[config.mk]
export PLATFORM = sky130hd
export DESIGN_NAME = video_scanner
export DESIGN_NICKNAME = d
export VERILOG_FILES = /design/src/rtl/video_scanner.sv
export SDC_FILE = /design/constraint.sdc
export NUM_CORES = 1
export LEC_CHECK = 0
export ABC_CLOCK_PERIOD_IN_PS = 2900
export BUFFER_PORTS_ARGS = -buffer_cell sky130_fd_sc_hd__buf_2
export CORE_MARGIN = 2
export CORE_UTILIZATION = 50
export DETAILED_ROUTE_END_ITERATION = 10
export PLACE_DENSITY = 0.82
export SETUP_SLACK_MARGIN = 0.05
export SYNTH_ARGS = -nofsm -noshare
export SYNTH_HDL_FRONTEND = slang
export SYNTH_SLANG_ARGS = --single-unit
[constraint.sdc]
create_clock -name video_clk -period 2.9 [get_ports video_clk]
set_input_delay 0.29 -clock video_clk [delete_from_list [all_inputs] [get_ports video_clk]]
set_output_delay 0.29 -clock video_clk [all_outputs]
set_load 0.1 [all_outputs]
[src/rtl/video_scanner.sv]
// video_scanner: VGA-style raster timing generator that presents cell coordinates to the renderer
// and emits colour, syncs and data-enable through a two-stage pipeline. Border option: VIDEO_SCANNER_BORDER_EN.
module video_scanner #(
    parameter int H_ACTIVE   = 640,
    parameter int H_FP       = 16,
    parameter int H_SYNC     = 96,
    parameter int H_BP       = 48,
    parameter int V_ACTIVE   = 480,
    parameter int V_FP       = 10,
    parameter int V_SYNC     = 2,
    parameter int V_BP       = 33,
    parameter int CELL_SHIFT = 4,
    parameter int FIELD_W    = 20,
    parameter int FIELD_H    = 30,
    parameter bit SYNC_NEG   = 1'b1
) (
    input  logic        video_clk,
    input  logic        reset,
    output logic [7:0]  video_x,
    output logic [7:0]  video_y,
    input  logic [23:0] pixel_in,
    output logic [23:0] rgb,
    output logic        hsync,
    output logic        vsync,
    output logic        de,
    output logic        frame_start
);

    localparam int H_TOTAL = H_ACTIVE + H_FP + H_SYNC + H_BP;
    localparam int V_TOTAL = V_ACTIVE + V_FP + V_SYNC + V_BP;
    localparam int HW      = $clog2(H_TOTAL);
    localparam int VW      = $clog2(V_TOTAL);

    localparam logic [HW-1:0] H_LAST = HW'(H_TOTAL - 1);
    localparam logic [VW-1:0] V_LAST = VW'(V_TOTAL - 1);

    localparam logic [31:0] H_ACT_END  = 32'(H_ACTIVE);
    localparam logic [31:0] H_SYNC_BEG = 32'(H_ACTIVE + H_FP);
    localparam logic [31:0] H_SYNC_END = 32'(H_ACTIVE + H_FP + H_SYNC);
    localparam logic [31:0] V_ACT_END  = 32'(V_ACTIVE);
    localparam logic [31:0] V_SYNC_BEG = 32'(V_ACTIVE + V_FP);
    localparam logic [31:0] V_SYNC_END = 32'(V_ACTIVE + V_FP + V_SYNC);

    function automatic logic sync_level(input logic active);
        return SYNC_NEG ? ~active : active;
    endfunction

    logic [HW-1:0] h_cnt_q, h_cnt_d;
    logic [VW-1:0] v_cnt_q, v_cnt_d;
    logic [31:0]   h_pos, v_pos;
    logic          h_act, v_act;
    logic          de_p0, hs_p0, vs_p0, first_p0;
    logic          de_p1_q, hs_p1_q, vs_p1_q, first_p1_q;
    logic [23:0]   pix_sel;
    logic [23:0]   rgb_q;
    logic          hsync_q, vsync_q, de_q, fs_q;

    // Both counters wrap on the same edge at the end of a frame.
    always_comb begin
        h_cnt_d = h_cnt_q + 1'b1;
        v_cnt_d = v_cnt_q;
        if (h_cnt_q == H_LAST) begin
            h_cnt_d = '0;
            v_cnt_d = (v_cnt_q == V_LAST) ? '0 : v_cnt_q + 1'b1;
        end
    end

    always_ff @(posedge video_clk or posedge reset) begin
        if (reset) begin
            h_cnt_q <= '0;
            v_cnt_q <= '0;
        end else begin
            h_cnt_q <= h_cnt_d;
            v_cnt_q <= v_cnt_d;
        end
    end

    assign h_pos    = 32'(h_cnt_q);
    assign v_pos    = 32'(v_cnt_q);
    assign h_act    = h_pos < H_ACT_END;
    assign v_act    = v_pos < V_ACT_END;
    assign video_x  = h_act ? 8'(h_pos >> CELL_SHIFT) : 8'hFF;
    assign video_y  = v_act ? 8'(v_pos >> CELL_SHIFT) : 8'hFF;
    assign de_p0    = h_act && v_act;
    assign hs_p0    = (h_pos >= H_SYNC_BEG) && (h_pos < H_SYNC_END);
    assign vs_p0    = (v_pos >= V_SYNC_BEG) && (v_pos < V_SYNC_END);
    assign first_p0 = (h_cnt_q == '0) && (v_cnt_q == '0);

    // Stage 1: timing flags aligned with the renderer's registered fetch.
    always_ff @(posedge video_clk or posedge reset) begin
        if (reset) begin
            de_p1_q    <= 1'b0;
            hs_p1_q    <= 1'b0;
            vs_p1_q    <= 1'b0;
            first_p1_q <= 1'b0;
        end else begin
            de_p1_q    <= de_p0;
            hs_p1_q    <= hs_p0;
            vs_p1_q    <= vs_p0;
            first_p1_q <= first_p0;
        end
    end

`ifdef VIDEO_SCANNER_BORDER_EN
    localparam logic [7:0]  FIELD_W8   = 8'(FIELD_W);
    localparam logic [7:0]  FIELD_H8   = 8'(FIELD_H);
    localparam logic [23:0] BORDER_RGB = 24'h404040;

    logic infield_p0, infield_p1_q;

    assign infield_p0 = (video_x < FIELD_W8) && (video_y < FIELD_H8);

    always_ff @(posedge video_clk or posedge reset) begin
        if (reset) begin
            infield_p1_q <= 1'b0;
        end else begin
            infield_p1_q <= infield_p0;
        end
    end

    assign pix_sel = infield_p1_q ? pixel_in : BORDER_RGB;
`else
    assign pix_sel = pixel_in;
`endif

    // Stage 2: colour sampled from the renderer, blanking and sync polarity applied.
    always_ff @(posedge video_clk or posedge reset) begin
        if (reset) begin
            rgb_q   <= '0;
            hsync_q <= sync_level(1'b0);
            vsync_q <= sync_level(1'b0);
            de_q    <= 1'b0;
            fs_q    <= 1'b0;
        end else begin
            rgb_q   <= de_p1_q ? pix_sel : '0;
            hsync_q <= sync_level(hs_p1_q);
            vsync_q <= sync_level(vs_p1_q);
            de_q    <= de_p1_q;
            fs_q    <= first_p1_q;
        end
    end

    assign rgb         = rgb_q;
    assign hsync       = hsync_q;
    assign vsync       = vsync_q;
    assign de          = de_q;
    assign frame_start = fs_q;

endmodule

# == Word level (Yosys, flattened, before mapping) ==
# Index checks and enable logic that the tools add are counted.
# W data, S select, Z words.
# word_totals
reg_bits,52
latch_bits,0
mem_bits_rw,0
romBits,0
in_bits,26
output_inout_bits,44
wordCells,34
memories,0
# classes
addsub,2
mul,0
div,0
order_cmp,6
n_eq_ne,2
n_shift,0
muxes,5
bitwise_logic,2
n_reduce_logical,6
# ops
operator,n
$mux W24,1
$add A10 B1 Y10 const B,2
$eq A10 B10 Y1 const B,2
$logic_not A10 Y1,2
$lt A10 B10 Y1 const B,2
$lt A10 B9 Y1 const B,2
$mux W10,2
$mux W8,2
$ge A10 B10 Y1 const B,1
$ge A10 B9 Y1 const B,1
$logic_and A1 B1 Y1,4
$not A1 Y1,2

# == Logic depth before layout (Yosys ltp) ==
# logic_depth
ltp_word,2
depth_mapped,6
ltp_nobuf,6

# == Worst setup path before layout ==
# Ideal clock, no wire load.
# synth_timing
kind,register to output
start,register v_cnt_q[9]
end,output video_y[0]
arrival_time_ns,1.969
t_required_ns,2.610
slack_ns,0.641
path_stages_with_launch,4
path_buffers,1
path_cell_list,dfrtp_1 > clkbuf_1 > nand2b_1 > or2_2
# synth_between
elab_chain_len,2
# synth_rtl
item,line,rtl
from (decl),49,"logic [VW-1:0] v_cnt_q, v_cnt_d;"
from (signal assigned),74,v_cnt_q <= v_cnt_d;
$lt A10 B9 Y1,81,assign v_act = v_pos < V_ACT_END;
$mux W8,83,assign video_y = v_act ? 8'(v_pos >> CELL_SHIFT) : 8'hFF;
to (decl),20,"output logic [7:0] video_y,"
# Every way passes these cells.

# == Worst setup path after layout ==
# layout_timing
start,register h_cnt_q[7]
end,register v_cnt_q[9]
# layout_between
elab_chain_len,1
# layout_rtl
item,line,rtl
from (decl),48,"logic [HW-1:0] h_cnt_q, h_cnt_d;"
from (signal assigned),73,h_cnt_q <= h_cnt_d;
$eq A10 B10 Y1,62,if (h_cnt_q == H_LAST) begin
# Every way passes these cells.
# A chain may end at the register's enable or synchronous reset.

==> metrics.md <==
| Metric | Value |
|---|---|
| Status | `complete, no violations` |
| Pwr dens | `522 mW/mm2` |
| Fillers | `333` |
| Antenna cells | `0` |
| Core Rows | `23` |
| WP data arrival | `2.53 ns` |
| DRC viols | `0` |
| CTS Buf Count | `5` |
| Reg power frac | `55.1%` |
| Crit Path Class | `reg2reg` |
| Reg area | `0.00130 mm2` |
| H-tree Lvls | `2` |
| FF-to-FF setup slack | `0.60 ns` |
| Combinational power share | `13.9%` |
| P_int | `950 uW` |
| Number of port buffers | `69` |
| Hold_buf cts | `0` |
| Final Instance Count excl. Fillers | `310` |
| Crit-path cells | `or4b_1, or4_4, or3_1, a21oi_1` |
| Hold slack final | `0.190 ns` |
| Io pins | `70` |
| CP max stage cell | `or4b_1` |
| Commonest cells in the synthesized netlist | `dfrtp_1, and2_1, nor2_1, nand2_1, inv_1` |
| Die Span X | `69.7 um` |
| Async S/R FF share, synth | `100%` |
| Multi-input gate area | `742 um2` |
| Post-synth top area cell | `dfrtp_1` |
| Largest net degree at the start of global routing | `53` |
| Post-Place Cells | `302` |
| Core area | `0.00409 mm2` |
| Max incr delay on CP | `0.67 ns` |
| Fin. max-slew vios | `0` |
| First-pass GRT wire length | `7.06 mm` |
| Setup WS post-layout | `0.598 ns` |
| Mapped Area | `0.00216 mm2` |
| Post-CTS Setup Inserts | `0` |
| DR pass1 iterations | `4` |
| Antenna violations before repair | `0` |
| Cell class contributing the biggest share of worst-path delay | `simple AND/OR/NAND/NOR gates` |
| GRT Total Usage | `18.2%` |
| EDFF count, synth | `0` |
| Die area | `0.00486 mm2` |
| Primary FF master, synth | `dfrtp_1` |
| Top cell type's share of synthesized area | `58.0%` |
| CP Max Fanout | `7` |
| Total grt overflow | `0` |
| Min Clock Period, post-route | `2.30 ns` |
| Fmax | `0.434 GHz` |
| Crit path buffers/inverters | `0` |
| Syn. warnings | `0` |
| Synth cell types | `32` |
| Nets | `289` |
| CP required | `3.13 ns` |
| Worst-Skew Late Latency | `0.30 ns` |
| Vias in the first global route | `1490` |
| Area growth syn-to-layout | `19.9%` |
| DR iter-0 viols | `141` |
| Root buffer cell | `clkbuf_8` |
| Number of max-cap violations | `0` |
| GP Congestion | `0.885` |
| Worst-path clk slew | `0.10 ns` |
| DRT antenna net count | `0` |
| RSZ-0062 raised after global routing | `no` |
| Switch share | `29.7%` |
| Yosys reg bits | `52` |
| Clock Tree Buf Depth | `2` |
| Clk pwr share | `30.9%` |
| Actual slew at the worst max-slew pin | `1.03 ns` |
| Routed vias/inst | `5.05` |
| Max VDD drop | `0.213 mV` |
| Sequential share of the synthesized area | `60.4%` |
| LEAKAGE | `0.00130 uW` |
| Hold Crit Class | `in2reg` |
| Initial core utilization | `52.8%` |
| TNS Setup | `0 ns` |
| Setup crit end kind | `flip-flop` |
| Share of cells above drive strength 1 | `33.5%` |
| Dpl ws | `0.613 ns` |
| Worst setup SP type | `flip-flop` |
| Avg Inst Size Synth | `11.0 um2` |
| Via count | `1567` |
| Cells after synthesis | `197` |
| Routed WL | `4.20 mm` |
| Setup Skew | `0.00840 ns` |
| CTS resizes | `0` |
| Psw | `402 uW` |
| Synth area leaders | `dfrtp_1, and2_1, xor2_1` |
| Final Hold Vio Count | `0` |
| Relative slew slack | `31.0%` |
| CTS tree | `yes` |
| Final setup vio count | `0` |
| Most common cell in the netlist | `dfrtp_1` |
| Final Cycle Share | `79.4%` |
| Mapped Nets | `227` |
| Placed wire-length estimate | `3.01 mm` |
| Die Y | `69.7 um` |
| Post-DR wirelength/cell | `13.5 um` |
| Clk sinks | `52` |
cell type report:
class	instances	share of cell area (%)
Clock buffer	5	2.66
Clock inverter	3	1.06
Inverter	10	1.45
Multi-Input combinational cell	121	28.7
Sequential cell	52	50.4
Tap cell	50	2.42
Timing Repair Buffer	69	13.3
path summary, 6_finish.rpt:
kind,endpoint,cells after the start,startpoint
max,v_cnt_q[9],4,h_cnt_q[7]
min,rgb[7],2,pixel_in[7]
max reg2reg,v_cnt_q[9],4,h_cnt_q[7]
min reg2reg,hsync,1,hs_p1_q
max in group asynchronous,h_cnt_q[5],2,reset
min in group asynchronous,rgb[13],2,reset
metrics by stage:
| stage | area, um2 | util (%) | power, uW |
|---|---|---|---|
| final | 2590 | 63.3 | 1350 |
| after global routing | 2590 | 63.3 | 1410 |
| after CTS | 2590 | 63.3 | 1370 |
| after detailed placement | 2490 | 61.0 | 949 |
| after global placement | 2490 | 61.0 | 948 |
| after floorplan | 2160 | - | 909 |
power groups by stage:
stage          clock network (uW)  logic [uW]  registers [uW]
2_1_floorplan                   0        21.8             888
3_3_place_gp                    0         189             759
3_5_place_dp                    0         190             760
4_1_cts                       434         190             745
5_1_grt                       472         197             747
6_report                      418         188             745
logic make-up after synthesis:
group	share of synthesized area, %
and+or+nand+nor	23.9
adders and majority gates	2.32
AOI/OAI and AO/OA	2.90
xor gates and xnor gates	5.28
DFF	60.4
buffers and inverters	5.22
routing by layer:
layer	global-route usage [%]	up-vias	share of wire, %
li1	-	764	-
met1	24.2	730	45
met2	29.3	69	47
met3	4.94	4	7.8
met4	5.77	0	0.86
met5	0	-	0
cell usage in the layout (no fill, tap or decap):
cell type,n
buf_2,69
dfrtp_1,50
and2_1,24
nor2_1,13
nand2_1,11
nor4_1,9
inv_1,9
xor2_1,8
nand3_1,7
nand4_1,6
nand2b_1,6
or2_2,6
o21ai_0,5
nor3_1,5
xnor2_1,5
clkbuf_8,5
ha_1,4
or3_1,2
a21oi_1,2
dfstp_2,2
or4b_1,1
or4_4,1
o21a_1,1
o31ai_1,1
and3_1,1
nor2b_1,1
a31oi_1,1
inv_2,1
o22ai_1,1
inv_8,1
clkinvlp_4,1
clkinv_4,1
state kept, by name, summed over array words and instances, names as in the netlist:
| signal | flops |
|---|---|
| rgb | 24 |
| h_cnt_q | 10 |
| v_cnt_q | 10 |
| de | 1 |
| de_p1_q | 1 |
| first_p1_q | 1 |
| frame_start | 1 |
| hs_p1_q | 1 |
| hsync | 1 |
| vs_p1_q | 1 |
| vsync | 1 |
Power figures use the tool's default switching activity.
